`config.mk`:
```
export PLATFORM = sky130hd
export DESIGN_NAME = fp16_result_sink_flat
export DESIGN_NICKNAME = d
export VERILOG_FILES = /design/src/rtl/fp16_result_sink_if.sv /design/src/rtl/fp16_result_sink.sv /design/src/flat_wrapper.sv
export SDC_FILE = /design/constraint.sdc
export NUM_CORES = 1
export LEC_CHECK = 0
export BUFFER_PORTS_ARGS = -buffer_cell sky130_fd_sc_hd__buf_2
export CORE_MARGIN = 2
export CORE_UTILIZATION = 40
export CTS_BUF_LIST = sky130_fd_sc_hd__clkbuf_4 sky130_fd_sc_hd__clkbuf_8
export DETAILED_ROUTE_END_ITERATION = 7
export GPL_TIMING_DRIVEN = 0
export PLACE_DENSITY = 0.73
export SLEW_MARGIN = 10
export SYNTH_ARGS = -nofsm -noshare
export SYNTH_HDL_FRONTEND = slang
export SYNTH_SLANG_ARGS = --single-unit
```
`constraint.sdc`:
```
create_clock -name clock -period 2.8 [get_ports clock]
set_input_delay 0.84 -clock clock [delete_from_list [all_inputs] [get_ports clock]]
set_output_delay 0.84 -clock clock [all_outputs]
set_load 0.005 [all_outputs]
```
`src/rtl/fp16_result_sink_if.sv`:
```
// fp16_result_sink_if: FIFO push/pop, flush and status bundle for fp16_result_sink.
interface fp16_result_sink_if #(
    parameter int DEPTH = 4,
    parameter int CNT_W = 16
);
    localparam int CW = $clog2(DEPTH) + 1;
    logic             io_in_valid;
    logic [15:0]      io_in_bits;
    logic             io_out_valid;
    logic             io_out_ready;
    logic [15:0]      io_out_bits;
    logic [2:0]       io_out_class;
    logic             io_clear;
    logic [CW-1:0]    io_count;
    logic             io_overflow;
    logic [CNT_W-1:0] io_stat_zero;
    logic [CNT_W-1:0] io_stat_inf;
    logic [CNT_W-1:0] io_stat_nan;
    logic [CNT_W-1:0] io_stat_sub;
    modport master (
        output io_in_valid, io_in_bits, io_out_ready, io_clear,
        input  io_out_valid, io_out_bits, io_out_class, io_count, io_overflow,
               io_stat_zero, io_stat_inf, io_stat_nan, io_stat_sub
    );
    modport slave (
        input  io_in_valid, io_in_bits, io_out_ready, io_clear,
        output io_out_valid, io_out_bits, io_out_class, io_count, io_overflow,
               io_stat_zero, io_stat_inf, io_stat_nan, io_stat_sub
    );
endinterface

```
`src/rtl/fp16_result_sink.sv`:
```
// fp16_result_sink: FIFO sink for FP16 products with head classification and sticky overflow.
// Class statistics counters are built only when FP16_SINK_STATS_EN is defined.
module fp16_result_sink #(
    parameter int DEPTH = 4,
    parameter int CNT_W = 16
) (
    input logic               clock,
    input logic               reset,
    fp16_result_sink_if.slave io
);
    localparam int AW = $clog2(DEPTH);
    localparam int CW = AW + 1;

    logic [15:0]   mem_q [DEPTH];
    logic [AW-1:0] wr_q, wr_d, rd_q, rd_d;
    logic [CW-1:0] count_q, count_d;
    logic          ovf_q, ovf_d;
    logic          full, pop, push;

    function automatic logic [2:0] fp_class(input logic [15:0] h);
        return h[14:10] == 5'd0  ? (h[9:0] == 10'd0 ? 3'd0 : 3'd1) :
               h[14:10] == 5'd31 ? (h[9:0] == 10'd0 ? 3'd3 : h[9] ? 3'd4 : 3'd5) : 3'd2;
    endfunction

    assign full = count_q == CW'(DEPTH);
    assign pop  = io.io_out_valid && io.io_out_ready;
    // Clear wins over everything, so a clear cycle never writes the array.
    assign push = io.io_in_valid && (!full || pop) && !io.io_clear;

    assign wr_d    = io.io_clear ? '0 : wr_q + AW'(push);
    assign rd_d    = io.io_clear ? '0 : rd_q + AW'(pop);
    assign count_d = io.io_clear ? '0 : count_q + CW'(push) - CW'(pop);
    assign ovf_d   = !io.io_clear && (ovf_q || (io.io_in_valid && full && !pop));

    always_ff @(posedge clock or negedge reset) begin
        if (!reset) begin
            wr_q    <= '0;
            rd_q    <= '0;
            count_q <= '0;
            ovf_q   <= 1'b0;
        end else begin
            wr_q    <= wr_d;
            rd_q    <= rd_d;
            count_q <= count_d;
            ovf_q   <= ovf_d;
        end
    end

    always_ff @(posedge clock) begin
        if (push) mem_q[wr_q] <= io.io_in_bits;
    end

    assign io.io_out_valid = count_q != '0;
    assign io.io_out_bits  = io.io_out_valid ? mem_q[rd_q] : 16'h0000;
    assign io.io_out_class = fp_class(io.io_out_bits);
    assign io.io_count     = count_q;
    assign io.io_overflow  = ovf_q;

`ifdef FP16_SINK_STATS_EN
    logic [CNT_W-1:0] zero_q, inf_q, nan_q, sub_q;
    logic [2:0]       in_cls;

    function automatic logic [CNT_W-1:0] bump(input logic [CNT_W-1:0] c, input logic hit);
        return (hit && c != '1) ? c + CNT_W'(1) : c;
    endfunction

    assign in_cls = fp_class(io.io_in_bits);

    always_ff @(posedge clock or negedge reset) begin
        if (!reset) begin
            zero_q <= '0;
            inf_q  <= '0;
            nan_q  <= '0;
            sub_q  <= '0;
        end else begin
            zero_q <= io.io_clear ? '0 : bump(zero_q, push && in_cls == 3'd0);
            sub_q  <= io.io_clear ? '0 : bump(sub_q,  push && in_cls == 3'd1);
            inf_q  <= io.io_clear ? '0 : bump(inf_q,  push && in_cls == 3'd3);
            nan_q  <= io.io_clear ? '0 : bump(nan_q,  push && in_cls[2]);
        end
    end

    assign io.io_stat_zero = zero_q;
    assign io.io_stat_inf  = inf_q;
    assign io.io_stat_nan  = nan_q;
    assign io.io_stat_sub  = sub_q;
`else
    assign io.io_stat_zero = '0;
    assign io.io_stat_inf  = '0;
    assign io.io_stat_nan  = '0;
    assign io.io_stat_sub  = '0;
`endif
endmodule
```
`src/flat_wrapper.sv`:
```
// flat-port wrapper written by rule: the top's interface ports become plain ports
module fp16_result_sink_flat 
#(
    parameter int DEPTH = 4,
    parameter int CNT_W = 16
)
  (clock, reset, io_io_in_valid, io_io_in_bits, io_io_out_ready, io_io_clear, io_io_out_valid, io_io_out_bits, io_io_out_class, io_io_count, io_io_overflow, io_io_stat_zero, io_io_stat_inf, io_io_stat_nan, io_io_stat_sub);
  fp16_result_sink_if #(.DEPTH(DEPTH), .CNT_W(CNT_W)) io_i ();
  input logic clock;
  input logic reset;
  input wire logic [$bits(io_i.io_in_valid)-1:0] io_io_in_valid;
  input wire logic [$bits(io_i.io_in_bits)-1:0] io_io_in_bits;
  input wire logic [$bits(io_i.io_out_ready)-1:0] io_io_out_ready;
  input wire logic [$bits(io_i.io_clear)-1:0] io_io_clear;
  output wire logic [$bits(io_i.io_out_valid)-1:0] io_io_out_valid;
  output wire logic [$bits(io_i.io_out_bits)-1:0] io_io_out_bits;
  output wire logic [$bits(io_i.io_out_class)-1:0] io_io_out_class;
  output wire logic [$bits(io_i.io_count)-1:0] io_io_count;
  output wire logic [$bits(io_i.io_overflow)-1:0] io_io_overflow;
  output wire logic [$bits(io_i.io_stat_zero)-1:0] io_io_stat_zero;
  output wire logic [$bits(io_i.io_stat_inf)-1:0] io_io_stat_inf;
  output wire logic [$bits(io_i.io_stat_nan)-1:0] io_io_stat_nan;
  output wire logic [$bits(io_i.io_stat_sub)-1:0] io_io_stat_sub;
  assign io_i.io_in_valid = io_io_in_valid;
  assign io_i.io_in_bits = io_io_in_bits;
  assign io_i.io_out_ready = io_io_out_ready;
  assign io_i.io_clear = io_io_clear;
  assign io_io_out_valid = io_i.io_out_valid;
  assign io_io_out_bits = io_i.io_out_bits;
  assign io_io_out_class = io_i.io_out_class;
  assign io_io_count = io_i.io_count;
  assign io_io_overflow = io_i.io_overflow;
  assign io_io_stat_zero = io_i.io_stat_zero;
  assign io_io_stat_inf = io_i.io_stat_inf;
  assign io_io_stat_nan = io_i.io_stat_nan;
  assign io_io_stat_sub = io_i.io_stat_sub;
  fp16_result_sink #(.DEPTH(DEPTH), .CNT_W(CNT_W)) u_core (.clock(clock), .reset(reset), .io(io_i));
endmodule
```
==> results of run 1 <==
## path summary, 6_finish.rpt
path                                         endpoint  cells past startpoint
worst max-delay path               io_io_out_class[0]                      7
worst min-delay path                   u_core.wr_q[1]                      1
worst max register to register  u_core.io.io_count[2]                     10
worst min register to register  u_core.io.io_overflow                      2
max in group asynchronous              u_core.rd_q[0]                      1
min in group clock              u_core.io.io_overflow                      2
## area by class of cell
cell class / count / area (um2)
inverters: 4 / 15.01
clock buffers: 9 / 123.9
repair buffers: 59 / 435.4
plain buffers: 70 / 531.8
fillers: 642 / 3794
clock inverters: 7 / 102.6
flip-flops and latches: 72 / 2122
well taps: 105 / 131.4
multi-input cells: 136 / 1044
## cells in the mapped netlist (all sizes together) (2+ instances only)
cell type and n:
a21oi 2, and2 17, buf 67, clkbuf 4
dfrtp 8, edfxtp 64, ha 4, inv 4
mux4 16, nand2 3, nor2 9, nor2b 3
nor3b 2, nor4 2, xnor2 3
## through the flow
step / total power, uW / TNS, ns / setup slack (ns) / utilization, % / cells
2_1_floorplan: 1936 / 0 / 0.1604 / - / 283
4_1_cts: 3327 / -1.927 / -0.4905 / 52.95 / 454
3_3_place_gp: 2260 / -20.33 / -0.5704 / 48.70 / 431
6_report: 3498 / -1.754 / -0.5431 / 54.29 / 462
3_5_place_dp: 2292 / -4.180 / -0.3886 / 49.16 / 433
5_1_grt: 3666 / -2.629 / -0.6003 / 54.29 / 462
## cells by family after synthesis
logic type | count (synthesis) | synth area share [%]
buf+inv | 75 | 15.83
flops | 72 | 61.45
simple gates | 43 | 7.537
mux | 16 | 11.30
fa+ha+maj | 5 | 2.029
compound gates | 4 | 0.7245
xor+xnor | 4 | 1.015
other cells | 1 | 0.1086
## power breakdown
part           leakage (uW)  switching [uW]  internal [uW]
logic               0.00116             561            750
registers          0.000688            46.0           1230
clock network      0.000110             399            510
total               0.00196            1010           2490
## critical path, delay by kind of cell, from the launching register on
family | cells | cell delay [ns]
mux | 1 | 0.52
buf+inv | 3 | 0.37
compound gates | 1 | 0.19
simple gates | 2 | 0.71
flops | 1 | 0.38
## cells in the final DEF (no fill, tap or decap), types with 3 or more instances in the layout
cell,count
buf_2,39
and2_4,4
and2_1,12
inv_1,3
conb_1,64
dfrtp_1,8
buf_12,4
ha_1,4
nor2b_1,3
edfxtp_1,64
buf_8,3
mux4_2,16
xnor2_1,3
clkbuf_8,9
buf_6,9
nor2_1,8
buf_4,71
## registers in the layout, indices dropped and copies added (netlist names)
signal,cells
u_core.io.io_overflow,1
u_core.rd_q,2
u_core.io.io_count,3
u_core.mem_q,64
u_core.wr_q,2
## routing by layer
metal	GRT usage (%)	routed length, um	vias to the layer above
met1	17.01	2860	924
met3	4.046	523	6
li1	-	-	934
met4	6.176	86	0
met5	0	0	-
met2	21.37	2945	127
## repair_timing
item,4_1_cts,5_1_grt
pin swaps,3,6
buffers inserted,6,8
endpoints found under the setup margin,12,13
gates resized for setup,15,17
==> qor.yml, run 1 <==
drv_cap: 0
worstPathArrival_ns: 2.50
io_pins: 109
netlist_top_cells_area: "edfxtp_1, buf_4, mux4_1"
drtIter0Drc: 97
routed_wl_um: 6416
cp.required_ns: 1.96
drive_above_1_share_pct: 48.18
route.detailed.drc: 0
gp_congestion: 0.7204
die_h_um: 96.92
worst-setup-path-type: "flop to primary output"
hp-class: "primary input to async pin"
slew_viol_final: 0
numCtsBuffers: 9
yosys_warnings: 0
initial_utilization_pct: 41.61
leakage_uw: 0.001957
crit_path_start_kind: "flop"
relSlewSlack_pct: 41.58
die_w_um: 96.92
synthCells: 220
cts_tree: "done"
coreArea_mm2: 0.008299
synth_edf_count: 64
grt_first_pass_wirelength_um: 9618
hold_violations: 0
grt.total_usage_pct: 13.46
skew_ns: 0.009818
tightest_slew_ns: 0.8763
synth_cell_type_count: 32
post_drt_wl_per_cell_um: 13.89
end_kind: "primary output"
r2r_slack_ns: 0.14
cp_max_fo: 4
slowest_stage: "or4_1"
timing.rr.start: "u_core.io.io_count[1]"
yosysTopAreaCell: "edfxtp_1"
fin_nets: 378
crit_chain: "buf_6 -> buf_4 -> mux4_2 -> or4_1 -> nor2_1 -> a32o_1 -> buf_2"
fp-row-count: 33
cts_root_buffer: "clkbuf_8"
postRouteAntennaNets: 0
async_flop_share_pct: 11.11
startpoint: "u_core.rd_q[0]"
viasPerCell: 4.310
grt_pass1_vias: 1838
cellPowerDensity_mw_per_mm2: 776.4
hold_slack_ns: 0.3305
die_area_mm2: 0.009393
area_delta_synth_final_pct: 30.47
cts-htree-levels: 3
cts_sinks: 72
diodes: 0
clkTransAtPathRegs_ns: 0.08
io_buffers: 43
grt_max_degree: 17
max_freq_mhz: 299.1
synth_seq_area_share_pct: 61.45
violations: "setup timing"
yosysTopAreaCellShare_pct: 55.65
place.detailed.hpwl_um: 4422
synth_flop_cell: "edfxtp_1"
place_area_mm2: 0.004080
cts_buffer_depth: 2
drtPass1Iterations: 4
clock_latency_ns: 0.34
syn_area_per_cell_um2: 15.70
worst_slack_ns: -0.5431
netlist_area_mm2: 0.003453
gr-total-overflow: 0
fin_crit_sh_pct: 119.4
antenna_found_initial: 0
stdcell_area_mm2: 0.004506
setup_violations: 8
cpPeakStageDelay_ns: 0.59
ir_drop_mv: 0.6510
rsz0062_at_grt: "yes"
min_period_ns: 3.343
holdBufCountCts: 0
outcome: "finished with violations"
ys_ff_latch: 72
vias: 1991
(Power assumes the default switching activity.)
==> inputs of run 2 (changes only) <==
--- a/config.mk
+++ b/config.mk
@@ -5,13 +5,14 @@
 export SDC_FILE = /design/constraint.sdc
 export NUM_CORES = 1
 export LEC_CHECK = 0
+export ABC_AREA = 1
 export BUFFER_PORTS_ARGS = -buffer_cell sky130_fd_sc_hd__buf_2
 export CORE_MARGIN = 2
 export CORE_UTILIZATION = 40
 export CTS_BUF_LIST = sky130_fd_sc_hd__clkbuf_4 sky130_fd_sc_hd__clkbuf_8
 export DETAILED_ROUTE_END_ITERATION = 7
 export GPL_TIMING_DRIVEN = 0
-export PLACE_DENSITY = 0.73
+export PLACE_DENSITY = 0.72
 export SLEW_MARGIN = 10
 export SYNTH_ARGS = -nofsm -noshare
 export SYNTH_HDL_FRONTEND = slang
==> run 2 against run 1 <==
The flow now finishes without violations. Non-clock buffer count is 7 higher. Sequential power barely moved. Register-to-register slack better by 0.39 ns. Die area grew 7.6%. Area after synthesis rose by 7.9%. Critical path type unchanged.
==> qor.yml, run 2 <==
io_buffers: 44
end_kind: "primary output"
crit_path_start_kind: "flop"
top_register: "u_core.mem_q"
netlist_top_cells_area: "edfxtp_1, buf_4, nand2_1"
leakage_uw: 0.002453
final_cell_mix: "buf_4, nand2_1, conb_1, edfxtp_1, inv_1"
grt_first_pass_wirelength_um: 11780
clkTransAtPathRegs_ns: 0.07
clock_latency_ns: 0.35
skew_ns: 0.01169
drtPass1Iterations: 4
yosys_warnings: 0
drtIter0Drc: 217
timing.rr.start: "u_core.io.io_count[1]"
hold_violations: 0
die_h_um: 100.5
yosysTopAreaCell: "edfxtp_1"
diodes: 0
synthTopCellsByCount: "nand2_1, buf_4, edfxtp_1"
endpoint: "io_io_out_class[0]"
p_switching_uw: 1570
p_clk_share_pct: 21.1
numCtsBuffers: 9
netlist_area_mm2: 0.003727
tightest_slew_ns: 0.8460
synthCells: 374
grt_max_degree: 13
cts_root_buffer: "clkbuf_8"
cts_sinks: 72
grt_pass1_vias: 2329
die_area_mm2: 0.01011
synth_flop_cell: "edfxtp_1"
post_drt_wl_per_cell_um: 12.85
startpoint: "u_core.rd_q[0]"
place.detailed.hpwl_um: 5683
min_period_ns: 2.794
synth_most_common_cell: "nand2_1"
tns_ns: 0
stdcell_area_mm2: 0.004888
relSlewSlack_pct: 43.29
fin_util_pct: 53.41
outcome: "finished clean"
seq_area_mm2: 0.002123
max_freq_mhz: 358.0
hold_slack_ns: 0.3240
antenna_found_initial: 0
preCtsSetupSlack_ns: 0.1165
syn_area_per_cell_um2: 9.966
hp-class: "primary input to async pin"
final_common_cell: "buf_4"
die_w_um: 100.5
yosysTopAreaCellShare_pct: 51.56
synth_cell_type_count: 26
worstPathArrival_ns: 1.95
reg2regPathDepth: 11
cp.required_ns: 1.96
fin_nets: 535
rsz0062_at_grt: "yes"
place_area_mm2: 0.004410
route.detailed.drc: 0
setup_violations: 0
cts-htree-levels: 3
ir_drop_mv: 0.4381
area_delta_synth_final_pct: 31.15
initial_utilization_pct: 40.72
gr-total-overflow: 0
r2r_slack_ns: 0.53
multi_input_area_mm2: 0.001189
postRouteAntennaNets: 0
synth_seq_area_share_pct: 56.93
async_flop_share_pct: 11.11
cts_buffer_depth: 2
vias: 2718
sw_frac_of_total_pct: 37.41
p_int_uw: 2626
comb_power_share_pct: 48.2
p_seq_share_pct: 30.6
drive_above_1_share_pct: 36.96
ys_ff_latch: 72
fp-row-count: 35
coreArea_mm2: 0.009153
fillers: 803
io_pins: 109
viasPerCell: 4.349
synth_edf_count: 64
drv_cap: 0
routed_wl_um: 8030
worst_slack_ns: 0.006420
cellPowerDensity_mw_per_mm2: 858.3
slew_viol_final: 0
fin_crit_sh_pct: 99.77
largest_register_ffs: 64
gp_congestion: 0.8076
cp_max_fo: 10
worst-setup-path-type: "flop to primary output"
reg2reg_to: "u_core.io.io_count[2]"
cts_tree: "done"
grt.total_usage_pct: 15.89
[run 2: cell types whose count changed after synthesis, moves of 9 or more]
cell / previous run / this run
nor2_1: 9 / 27
nand2_1: 3 / 84
nand3_1: 1 / 24
inv_1: 4 / 49
o21ai_1: 0 / 9
and2_1: 16 / 0
[run 2: worst min path at each step]
| stage | from | endpoint | slack, ns | cells after the start |
|---|---|---|---|---|
| global route | reset | u_core.rd_q[0] | 0.32 | 1 |
| CTS | reset | u_core.rd_q[0] | 0.32 | 1 |
| floorplan | u_core.io.io_overflow | u_core.io.io_overflow | 0.48 | 2 |
| global placement | u_core.io.io_overflow | u_core.io.io_overflow | 0.47 | 2 |
| detailed placement | u_core.io.io_overflow | u_core.io.io_overflow | 0.48 | 2 |
| finish | reset | u_core.rd_q[0] | 0.32 | 1 |
[run 2: through the flow]
step | std cells | power (uW)
floorplan | 437 | 2328
finish | 625 | 4196
CTS | 620 | 3945
global placement | 592 | 2871
detailed placement | 599 | 2917
global route | 625 | 4473
[run 2: power groups by stage]
| stage | clock, uW | sequential, uW | combinational (uW) |
|---|---|---|---|
| 6_report | 886 | 1290 | 2020 |
| 5_1_grt | 948 | 1290 | 2230 |
| 4_1_cts | 893 | 1290 | 1770 |
| 3_5_place_dp | 0 | 1310 | 1610 |
| 3_3_place_gp | 0 | 1300 | 1570 |
| 2_1_floorplan | 0 | 1300 | 1030 |
[run 2: repair_timing]
item | in CTS | in global routing
gates cloned | 0 | 2
pin swaps | 5 | 12
setup buffers | 5 | 3
gates resized for setup | 19 | 24
hold buffers | 0 | 0
setup endpoints to repair | 3 | 3
[run 2: kinds of logic (layout without fill, tap and decap cells)]
logic type | count (synthesis) | in the layout | synth area share, %
other cells | 1 | 64 | 0.1006
xor+xnor | 1 | 1 | 0.2350
fa+ha+maj | 5 | 5 | 1.880
simple gates | 147 | 147 | 16.45
compound gates | 22 | 22 | 2.954
flops | 72 | 72 | 56.93
buf+inv | 126 | 203 | 21.45
[run 2: critical path, cell delays in order, from the launching register on]
cell and delay, ns:
dfrtp_1 0.39, buf_6 0.15, buf_8 0.15, o21ai_0 0.19, o21ai_1 0.12, nand2_1 0.09
nand2_1 0.05, nor2_1 0.11, nand3_2 0.11, nand2_1 0.08, nand2_1 0.05, buf_2 0.12
[run 2: area by class of cell]
type | count | area share [%]
timing repair buffer | 61 | 8.139
clock buffer | 10 | 2.687
sequential | 72 | 43.43
inverter | 51 | 4.274
buffer | 75 | 12.59
tap | 111 | 2.841
multi-input combinational | 239 | 24.32
clock inverter | 6 | 1.715
[run 2: routing by layer]
| metal | vias up | GRT usage (%) | wire [um] | share of wire, % |
|---|---|---|---|---|
| met2 | 160 | 27.31 | 3886 | 48 |
| met5 | - | 0 | 0 | 0 |
| met4 | 0 | 7.798 | 225 | 2.8 |
| li1 | 1343 | - | - | - |
| met1 | 1195 | 18.84 | 3125 | 39 |
| met3 | 20 | 3.537 | 793 | 9.9 |
==> inputs of run 3 (changes only) <==
--- a/config.mk
+++ b/config.mk
@@ -8,11 +8,11 @@
 export ABC_AREA = 1
 export BUFFER_PORTS_ARGS = -buffer_cell sky130_fd_sc_hd__buf_2
 export CORE_MARGIN = 2
-export CORE_UTILIZATION = 40
+export CORE_UTILIZATION = 49
 export CTS_BUF_LIST = sky130_fd_sc_hd__clkbuf_4 sky130_fd_sc_hd__clkbuf_8
 export DETAILED_ROUTE_END_ITERATION = 7
 export GPL_TIMING_DRIVEN = 0
-export PLACE_DENSITY = 0.72
+export PLACE_DENSITY = 0.84
 export SLEW_MARGIN = 10
 export SYNTH_ARGS = -nofsm -noshare
 export SYNTH_HDL_FRONTEND = slang
==> run 3 against run 2 <==
The run now ends with setup timing left. Sequential share of layout area down 0.49 points. Worst hold slack better by 0.0087 ns. Utilization up 14 points. Critical endpoint unchanged. Routed wire length up 8.4%. Combinational power up 8%. Critical path depth up 2. First-iteration DRC count down 18%. Non-clock buffer count up 3. Sequential power about the same. Power up 8.3%. Global-route usage up 5.5 points.
==> qor.yml, run 3 (same netlist as run 2, synthesis figures left out) <==
outcome: "finished with violations"
violations: "setup timing"
route.detailed.drc: 0
p_int_uw: 2878
relSlewSlack_pct: 41.34
cp.required_ns: 1.96
final_cell_mix: "buf_4, nand2_1, conb_1, edfxtp_1, inv_1"
place_area_mm2: 0.004369
dp.cells: 584
gp_congestion: 0.7777
final_common_cell: "buf_4"
grt_first_pass_wirelength_um: 13490
tightest_slew_ns: 0.8751
fin_nets: 538
grt.total_usage_pct: 21.36
worst_slack_ns: -0.01890
initial_utilization_pct: 51.12
place.detailed.hpwl_um: 5844
hp-class: "primary input to async pin"
drtIter0Drc: 177
antenna_found_initial: 0
die_w_um: 91.22
post_drt_wl_per_cell_um: 14.13
max_freq_mhz: 354.7
ir_drop_mv: 0.5194
min_period_ns: 2.819
area_delta_synth_final_pct: 32.66
crit_path_start_kind: "flop"
die_h_um: 91.22
end_kind: "primary output"
cts_tree: "done"
postRouteAntennaNets: 0
p_clk_share_pct: 23.6
worstPathArrival_ns: 1.98
fillers: 507
slew_viol_final: 0
p_seq_share_pct: 28.4
top_register: "u_core.mem_q"
cts_root_buffer: "clkbuf_8"
clock_latency_ns: 0.35
drtPass1Iterations: 4
comb_power_share_pct: 47.9
drive_above_1_share_pct: 39.26
worst-setup-path-type: "flop to primary output"
setup_violations: 1
cts_buffer_depth: 2
final_cell_count_no_fill: 616
fp-row-count: 31
grt_pass1_vias: 2705
cp_max_fo: 6
die_area_mm2: 0.008320
hold_slack_ns: 0.3327
clkTransAtPathRegs_ns: 0.07
io_pins: 109
sw_frac_of_total_pct: 36.65
fin_crit_sh_pct: 100.7
coreArea_mm2: 0.007292
vias: 2822
viasPerCell: 4.581
diodes: 0
largest_register_ffs: 64
drv_cap: 0
grt_max_degree: 14
p_switching_uw: 1665
stdcell_area_mm2: 0.004945
hold_violations: 0
holdBufCountCts: 0
cellPowerDensity_mw_per_mm2: 918.9
leakage_uw: 0.002468
finalPower_uw: 4544
numCtsBuffers: 9
skew_ns: 0.01436
routed_wl_um: 8706
cts-htree-levels: 3
gr-total-overflow: 0
io_buffers: 44
rsz0062_at_grt: "yes"
cts_sinks: 72
==> run 3: repair_timing <==
item                       in CTS  in global routing
pin swaps                      15                 11
gates resized for setup        38                 16
buffers inserted               14                  2
setup endpoints to repair       3                  4
hold endpoints to repair        0                  0
cloned                          2                  0
==> run 3: cell type report <==
| type | count | area (um2) | area share, % |
|---|---|---|---|
| plain buffers | 74 | 596.8 | 12.07 |
| clock buffers | 9 | 123.9 | 2.505 |
| clock inverters | 7 | 143.9 | 2.910 |
| inverters | 51 | 209.0 | 4.226 |
| multi-input cells | 239 | 1200 | 24.27 |
| flip-flops and latches | 72 | 2123 | 42.94 |
| well taps | 99 | 123.9 | 2.505 |
| repair buffers | 65 | 424.2 | 8.578 |
==> run 3: power by group through the flow <==
stage                     Sequential [uW]  Combinational [uW]  Clock [uW]
after floorplan                      1300                1030           0
after CTS                            1290                2040        1070
after detailed placement             1310                1600           0
after global routing                 1300                2380        1120
final                                1290                2180        1070
after global placement               1300                1540           0
==> run 3: worst paths after layout <==
path	from	end	slack (ns)	depth (start not counted)
max	u_core.rd_q[0]	io_io_out_class[0]	-0.02	13
max in group asynchronous	reset	u_core.io.io_count[1]	2.29	1
max reg2reg	u_core.io.io_count[1]	u_core.io.io_count[2]	0.45	11
min	reset	u_core.io.io_count[0]	0.33	1
min reg2reg	u_core.io.io_overflow	u_core.io.io_overflow	0.50	2
min in group clock	u_core.io.io_overflow	u_core.io.io_overflow	0.50	2
==> run 3: routing by layer <==
layer / track usage [%] / routed length [um]
met1: 24.31 / 3265
met2: 37.65 / 4463
met3: 4.149 / 734
met4: 11.62 / 243
met5: 0 / 0
==> run 3: metrics by stage <==
stage / TNS [ns] / util, % / worst slack (ns)
6_report: -0.01890 / 67.81 / -0.01890
5_1_grt: -0.3634 / 67.81 / -0.1269
4_1_cts: -0.0007185 / 67.28 / -0.0007185
3_5_place_dp: 0 / 59.92 / 0.1264
3_3_place_gp: -51.56 / 59.08 / -0.8302
2_1_floorplan: 0 / - / 0.1502
==> run 3: worst max-delay path, stage by stage (launching register included) <==
cell and delay, ns:
dfrtp_1 0.38, buf_6 0.16, clkinv_8 0.09, buf_8 0.14
nand2_2 0.04, nand2_1 0.05, nand2_1 0.07, o21ai_2 0.08
nand2_1 0.12, nand3_2 0.10, nor3_4 0.17, nand2_1 0.07
nand2_1 0.06, buf_2 0.10
